**config.mk**
```make
export PLATFORM = sky130hd
export DESIGN_NAME = alu_share_arbiter
export DESIGN_NICKNAME = d
export VERILOG_FILES = /design/src/rtl/alu_share_arbiter.sv
export SDC_FILE = /design/constraint.sdc
export NUM_CORES = 1
export LEC_CHECK = 0
export ABC_CLOCK_PERIOD_IN_PS = 2400
export BUFFER_PORTS_ARGS = -buffer_cell sky130_fd_sc_hd__buf_2
export CORE_AREA = 2 2 126 128
export CTS_CLUSTER_SIZE = 8
export DETAILED_ROUTE_END_ITERATION = 10
export DIE_AREA = 0 0 128 130
export SLEW_MARGIN = 5
export SYNTH_ARGS = -nofsm -noshare
export SYNTH_HDL_FRONTEND = slang
export SYNTH_SLANG_ARGS = --single-unit
```
**constraint.sdc**
```tcl
create_clock -name clk_i -period 2.4 [get_ports clk_i]
set_input_delay 0.12 -clock clk_i [delete_from_list [all_inputs] [get_ports clk_i]]
set_output_delay 0.12 -clock clk_i [all_outputs]
set_load 0.05 [all_outputs]
```
**src/rtl/alu_share_arbiter.sv**
```systemverilog
//------------------------------------------------------------------------------
// Module : alu_share_arbiter
// Brief  : Round-robin sharing of one combinational ALU between two requesters,
//          with a one-entry registered response slot per requester.
// Rev    : 1.0
//------------------------------------------------------------------------------
`default_nettype none

module alu_share_arbiter #(
  parameter int DATA_W = 32,
  parameter int CTRL_W = 3,
  parameter int CNT_W  = 16
) (
  input  logic                clk_i,
  input  logic                rst_i,
  input  logic [1:0]          req_valid_i,
  output logic [1:0]          req_ready_o,
  input  logic [2*DATA_W-1:0] req_a_i,
  input  logic [2*DATA_W-1:0] req_b_i,
  input  logic [2*CTRL_W-1:0] req_ctrl_i,
  output logic [1:0]          rsp_valid_o,
  input  logic [1:0]          rsp_ready_i,
  output logic [2*DATA_W-1:0] rsp_result_o,
  output logic [1:0]          rsp_zero_o,
  output logic [1:0]          rsp_err_o,
  output logic [DATA_W-1:0]   alu_a_o,
  output logic [DATA_W-1:0]   alu_b_o,
  output logic [CTRL_W-1:0]   alu_ctrl_o,
  input  logic [DATA_W-1:0]   alu_result_i,
  output logic [CNT_W-1:0]    op_count_o
);

  localparam logic [CTRL_W-1:0] c_ctrl_idle = CTRL_W'(5);
  localparam logic [CTRL_W-1:0] c_ctrl_err  = CTRL_W'(7);

  typedef enum logic [0:0] {
    S_EMPTY = 1'b0,
    S_FULL  = 1'b1
  } slot_state_t;

  slot_state_t         r_state [2];
  logic [2*DATA_W-1:0] r_rsp_result;
  logic [1:0]          r_rsp_zero;
  logic [1:0]          r_rsp_err;
  logic [CNT_W-1:0]    r_op_count;
  logic                r_last_grant;

  logic [1:0]          w_rsp_valid;
  logic [1:0]          w_elig;
  logic                w_gnt_any;
  logic                w_gnt_idx;
  logic [DATA_W-1:0]   w_sel_a;
  logic [DATA_W-1:0]   w_sel_b;
  logic [CTRL_W-1:0]   w_sel_ctrl;
  logic                w_is_err;
  logic [DATA_W-1:0]   w_capture;

  assign w_rsp_valid[0] = (r_state[0] == S_FULL);
  assign w_rsp_valid[1] = (r_state[1] == S_FULL);

  // A slot can accept a new request in the same cycle it is being drained.
  always_comb begin
    w_elig      = req_valid_i & (~w_rsp_valid | rsp_ready_i);
    w_gnt_any   = !rst_i && (|w_elig);
    w_gnt_idx   = (&w_elig) ? ~r_last_grant : w_elig[1];
    req_ready_o = 2'b00;
    if (w_gnt_any) begin
      req_ready_o[w_gnt_idx] = 1'b1;
    end
  end

  always_comb begin
    w_sel_a    = w_gnt_idx ? req_a_i[2*DATA_W-1:DATA_W]    : req_a_i[DATA_W-1:0];
    w_sel_b    = w_gnt_idx ? req_b_i[2*DATA_W-1:DATA_W]    : req_b_i[DATA_W-1:0];
    w_sel_ctrl = w_gnt_idx ? req_ctrl_i[2*CTRL_W-1:CTRL_W] : req_ctrl_i[CTRL_W-1:0];
    alu_a_o    = w_gnt_any ? w_sel_a    : '0;
    alu_b_o    = w_gnt_any ? w_sel_b    : '0;
    alu_ctrl_o = w_gnt_any ? w_sel_ctrl : c_ctrl_idle;
    w_is_err   = (alu_ctrl_o == c_ctrl_err);
    w_capture  = w_is_err ? '0 : alu_result_i;
  end

  always_ff @(posedge clk_i) begin
    if (rst_i) begin
      r_state[0]   <= S_EMPTY;
      r_state[1]   <= S_EMPTY;
      r_rsp_result <= '0;
      r_rsp_zero   <= '0;
      r_rsp_err    <= '0;
      r_op_count   <= '0;
      r_last_grant <= 1'b1;
    end else begin
      for (int i = 0; i < 2; i++) begin
        if (w_gnt_any && (w_gnt_idx == 1'(i))) begin
          r_state[i]                        <= S_FULL;
          r_rsp_result[i*DATA_W +: DATA_W]  <= w_capture;
          r_rsp_zero[i]                     <= (w_capture == '0);
          r_rsp_err[i]                      <= w_is_err;
        end else if (rsp_ready_i[i]) begin
          r_state[i] <= S_EMPTY;
        end
      end
      if (w_gnt_any) begin
        r_op_count   <= r_op_count + CNT_W'(1);
        r_last_grant <= w_gnt_idx;
      end
    end
  end

  assign rsp_valid_o  = w_rsp_valid;
  assign rsp_result_o = r_rsp_result;
  assign rsp_zero_o   = r_rsp_zero;
  assign rsp_err_o    = r_rsp_err;
  assign op_count_o   = r_op_count;

endmodule

`default_nettype wire

```
Word-level counts from Yosys, hierarchy flattened
Memory sizes are Yosys's and may differ from the RTL's.
Index checks and enable logic that the tools add are counted.
{"block": "totals", "out_inout_bits": 155, "mem_count": 1, "elab_cells": 61, "in_bits": 172, "reg_bits": 85, "mem_bits_rw": 2}
{"name": "r_state", "words": 2, "width": 1, "read_ports": 2, "rd_clocked_by_memory_dff": 0, "wr": 2, "line": "41", "text": "slot_state_t r_state [2];"}
{"block": "op_classes", "n_reduce_logical": 8, "n_addsub": 1, "magnitude_cmp": 2, "eq_ne": 1, "bitwise_logic": 9, "muxes": 31}
{"cell": "32-bit 2-to-1 mux", "n": 5}
{"cell": "32-bit logical NOT", "n": 1}
{"cell": "1-bit 2-to-1 mux", "n": 22}
{"cell": "16-bit by 1-bit adder with 16-bit output (second input constant)", "n": 1}
{"cell": "3-bit 2-to-1 mux", "n": 2}
{"cell": "1-bit logical AND", "n": 4}
{"cell": "1-bit bitwise OR", "n": 4}
{"cell": "3-bit equality test (second input constant)", "n": 1}
{"cell": "2-bit AND", "n": 1}
{"cell": "1-bit by 2-bit < comparator with 1-bit output (second input constant)", "n": 1}
{"cell": "2-bit 2-to-1 mux", "n": 1}
{"cell": "1-bit NOT", "n": 2}
{"cell": "2-bit NOT", "n": 1}
{"cell": "2-bit bitwise OR", "n": 1}
{"cell": "2-bit AND reduction", "n": 1}
{"cell": "2-bit OR reduction", "n": 1}
{"cell": "1-bit demux with 1-bit select", "n": 1}
{"cell": "1-bit >= comparator (second input constant)", "n": 1}
{"cell": "1-bit logical NOT", "n": 1}

Longest topological paths before layout
{"block": "logic_depth", "depth_word": 12, "ltp_mapped": 8, "mapped_depth_nobuf": 5}

Least setup slack after synthesis
No wires, ideal clock.
{"block": "synth_path", "path_type": "register to output", "start": "mem r_state[0] (netlist bit)", "end": "out alu_b_o[23]", "path_slack_ns": 0.027, "arrival_ns": 2.253, "path_stages_with_launch": 7, "required_time_ns": 2.280, "path_cell_list": "edfxtp_1 nor2b_4 o211ai_2 or2_2 inv_2 clkbuf_1 a22o_1"}
{"element": "start, declared", "line": "41"}
{"element": "end, declared", "line": "27", "text": "output logic [DATA_W-1:0] alu_b_o,"}

==> results.sh <==
export IMPL_async_reset_ff_share_pct=0
export IMPL_yosys_area_top_type="dfxtp_1"
export IMPL_dr_pass1_iters=4
export IMPL_path_cells="nor2b_4, o211ai_2, or2_2, inv_2, buf_12, a22o_1, buf_4"
export IMPL_synth_compound_area_share_pct=33.6
export IMPL_grt_usage_pct=17.6
export IMPL_critical_path_class="reg -> out"
export IMPL_routed_via_density=4.91
export IMPL_drc=0
export IMPL_power_leakage_nw=3.18
export IMPL_drv_slew=0
export IMPL_place_congestion=0.850
export IMPL_r2r_end="rsp_result_o[17]"
export IMPL_slowest_delay_ns=0.38
export IMPL_cp_slowest_cell="edfxtp_1"
export IMPL_ys_types=44
export IMPL_relSlewSlack_pct=69.9
export IMPL_critPathBufInv=3
export IMPL_synth_top_family_by_area="compound AO/OA/AOI/OAI gates"
export IMPL_syn_inst=370
export IMPL_grt_antenna_before_repair=4
export IMPL_clk_latency_ns=0.33
export IMPL_numCtsBuffers=9
export IMPL_die_height_um=130
export IMPL_finish_utilization_pct=40.7
export IMPL_drive_gt1_share_pct=54.3
export IMPL_grt_pass1_wl_um=22400
export IMPL_wl_um=16500
export IMPL_cap_violations=0
export IMPL_synth_simple_area_share_pct=11.9
export IMPL_fin_ws_ns=0.0984
export IMPL_clkSinkCount=87
export IMPL_synth_common_cells="129 x a22o_1, 86 x dfxtp_1, 22 x nor2_1"
export IMPL_synth_seq_area_share_pct=45.0
export IMPL_vias=4389
export IMPL_synth_top_area_share_pct=44.2
export IMPL_syn_nets=543
export IMPL_nets=866
export IMPL_worst_pin_slew_ns=0.447
export IMPL_clockBufferDepth=2
export IMPL_ff2ff_path_depth=7
export IMPL_crit_family="simple AND/OR/NAND/NOR gates"
export IMPL_grt_max_degree=50
export IMPL_cts_tree="done"
export IMPL_drtAntennaViolNets=0
export IMPL_cp_data_arrival_time_ns=2.18
export IMPL_startpoint_type="register"
export IMPL_ys_ff_latch=87
export IMPL_ir_worst_vdd_mv=0.476
export IMPL_worstHoldStart="alu_result_i[25]"
export IMPL_core_mm2=0.0154
export IMPL_hold_depth=2
export IMPL_synth_flop_cell="dfxtp_1"
export IMPL_rrSetupSlack_ns=0.31
export IMPL_fin_crit_ns=2.30
export IMPL_start_util_pct=25.2
export IMPL_fin_crit_sh_pct=95.9
export IMPL_finalHoldViolCount=0
export IMPL_cts_root_buf="clkbuf_16"
export IMPL_dieArea_mm2=0.0166
export IMPL_setup_violations=0
export IMPL_clock_skew_ns=0.00748
export IMPL_outcome="completed"
export IMPL_routedWlPerCell_um=18.5
export IMPL_synth_edff_count=1
export IMPL_die_w_um=128
export IMPL_yosys_area_share_adder_pct=0.321
export IMPL_boundaryPins=327
export IMPL_io_buffers=326
export IMPL_whs_endpoint="rsp_result_o[57]"
export IMPL_crit_path_max_fanout=33
export IMPL_clock_fmax_ghz=0.434
export IMPL_syn_to_final_growth_pct=61.3
export IMPL_reg2reg_from="r_state[0]"
export IMPL_place_ws_ns=0.161
export IMPL_synth_area_mm2=0.00389
export IMPL_end_kind="output port"
export IMPL_rows=46
export IMPL_avgSynthCellArea_um2=10.5
export IMPL_crit_required_ns=2.28
export IMPL_yosys_warnings=0
export IMPL_muxShareOfSynthArea_pct=0.289
export IMPL_synthMostInstantiatedCell="a22o_1"
export IMPL_pwr_density_cell_mw_per_mm2=744
export IMPL_grt_ovfl_total=0
export IMPL_finalSetupTns_ns=0
export IMPL_clk_pin_slew_ns=0.07
export IMPL_synthTopCellsByArea="dfxtp_1 44%, a22o_1 29%, buf_6 3.2%"
export IMPL_h_tree_depth=3
export IMPL_hp_class="in -> reg"
export IMPL_drt_iter0_drc=109
export IMPL_grt_pass1_vias=3937
export IMPL_dpl_hpwl_um=12600
export IMPL_synth_xor_area_share_pct=2.70
## cell usage in the layout (no fill, tap or decap), types with 3 or more instances in the layout
cell type / instances
nand2b_1: 3
bufinv_16: 3
nor2_2: 3
nand2_1: 11
clkbuf_4: 25
nor4_1: 8
nor2_1: 19
dfxtp_1: 86
a22o_1: 128
nor2b_1: 3
or3_1: 3
xnor2_1: 7
o22ai_1: 3
nand4_1: 9
buf_12: 7
diode_2: 4
buf_2: 285
xor2_1: 5
a21oi_1: 6
clkbuf_16: 10
nor3_1: 6
buf_6: 3
buf_4: 24
## flip-flops by register name, indices dropped and copies added, names as in the netlist
register and cells:
rsp_zero_o 2, rsp_result_o 64, r_state 2, op_count_o 16, rsp_err_o 2, r_last_grant 1
## per-stage QoR
stage / instances / total power [mW] / hold slack, ns / cell area, µm²
6_report: 894 / 4.67 / 0.0245 / 6280
5_1_grt: 894 / 4.86 / 0.0155 / 6280
4_1_cts: 886 / 4.68 / 0.00869 / 6120
3_5_place_dp: 869 / 3.02 / 0.366 / 5720
3_3_place_gp: 869 / 3.02 / 0.363 / 5720
2_1_floorplan: 370 / 2.59 / 0.246 / 3890
## final cells by class
cell class | count | area (µm²)
repair buffers | 345 | 1990
clock buffers | 10 | 239
fillers | 1578 | 9140
inverters | 3 | 11.3
clock inverters | 6 | 115
flip-flops and latches | 87 | 1750
well taps | 192 | 240
multi-input cells | 247 | 1920
diodes | 4 | 10.0
## cells by family (layout without fill, tap and decap cells)
logic type | after synthesis | in the layout
other | 0 | 4
buffers and inverters | 36 | 364
xor gates and xnor gates | 12 | 12
adders and majority gates | 1 | 1
muxes | 1 | 1
AOI/OAI and AO/OA | 151 | 151
DFF | 87 | 87
and+or+nand+nor | 82 | 82
## worst max-delay path by stage
stage | start | cells after the start | to
after floorplan | r_state[0] | 6 | alu_b_o[23]
after global placement | r_state[0] | 6 | alu_a_o[1]
after detailed placement | r_state[0] | 6 | alu_a_o[1]
after CTS | r_state[0] | 7 | alu_b_o[27]
after global routing | r_state[0] | 7 | alu_a_o[14]
final | r_state[0] | 7 | alu_a_o[10]
## power breakdown
| group | internal (mW) | total [mW] | switching [mW] | leakage, nW |
|---|---|---|---|---|
| Clock | 1.05 | 1.64 | 0.585 | 0.169 |
| Sequential | 1.54 | 1.59 | 0.0500 | 0.714 |
| Combinational | 0.449 | 1.45 | 0.999 | 2.29 |
| Total | 3.04 | 4.67 | 1.63 | 3.18 |
## metal layers
layer | up-vias | track usage, % | part of all wire [%]
li1 | 2097 | - | -
met1 | 2081 | 20.7 | 40
met2 | 189 | 31.6 | 52
met3 | 22 | 3.57 | 5.2
met4 | 0 | 6.85 | 2.8
met5 | - | 0 | 0
## timing repair
action / 4_1_cts / 5_1_grt
gates resized for setup: 13 / 35
pin swaps: 1 / 1
hold buffers: 0 / 0
gates cloned: 0 / 2
setup endpoints to repair: 58 / 64
setup buffers: 1 / 2
Note: power is estimated with default switching activity, not from simulation.
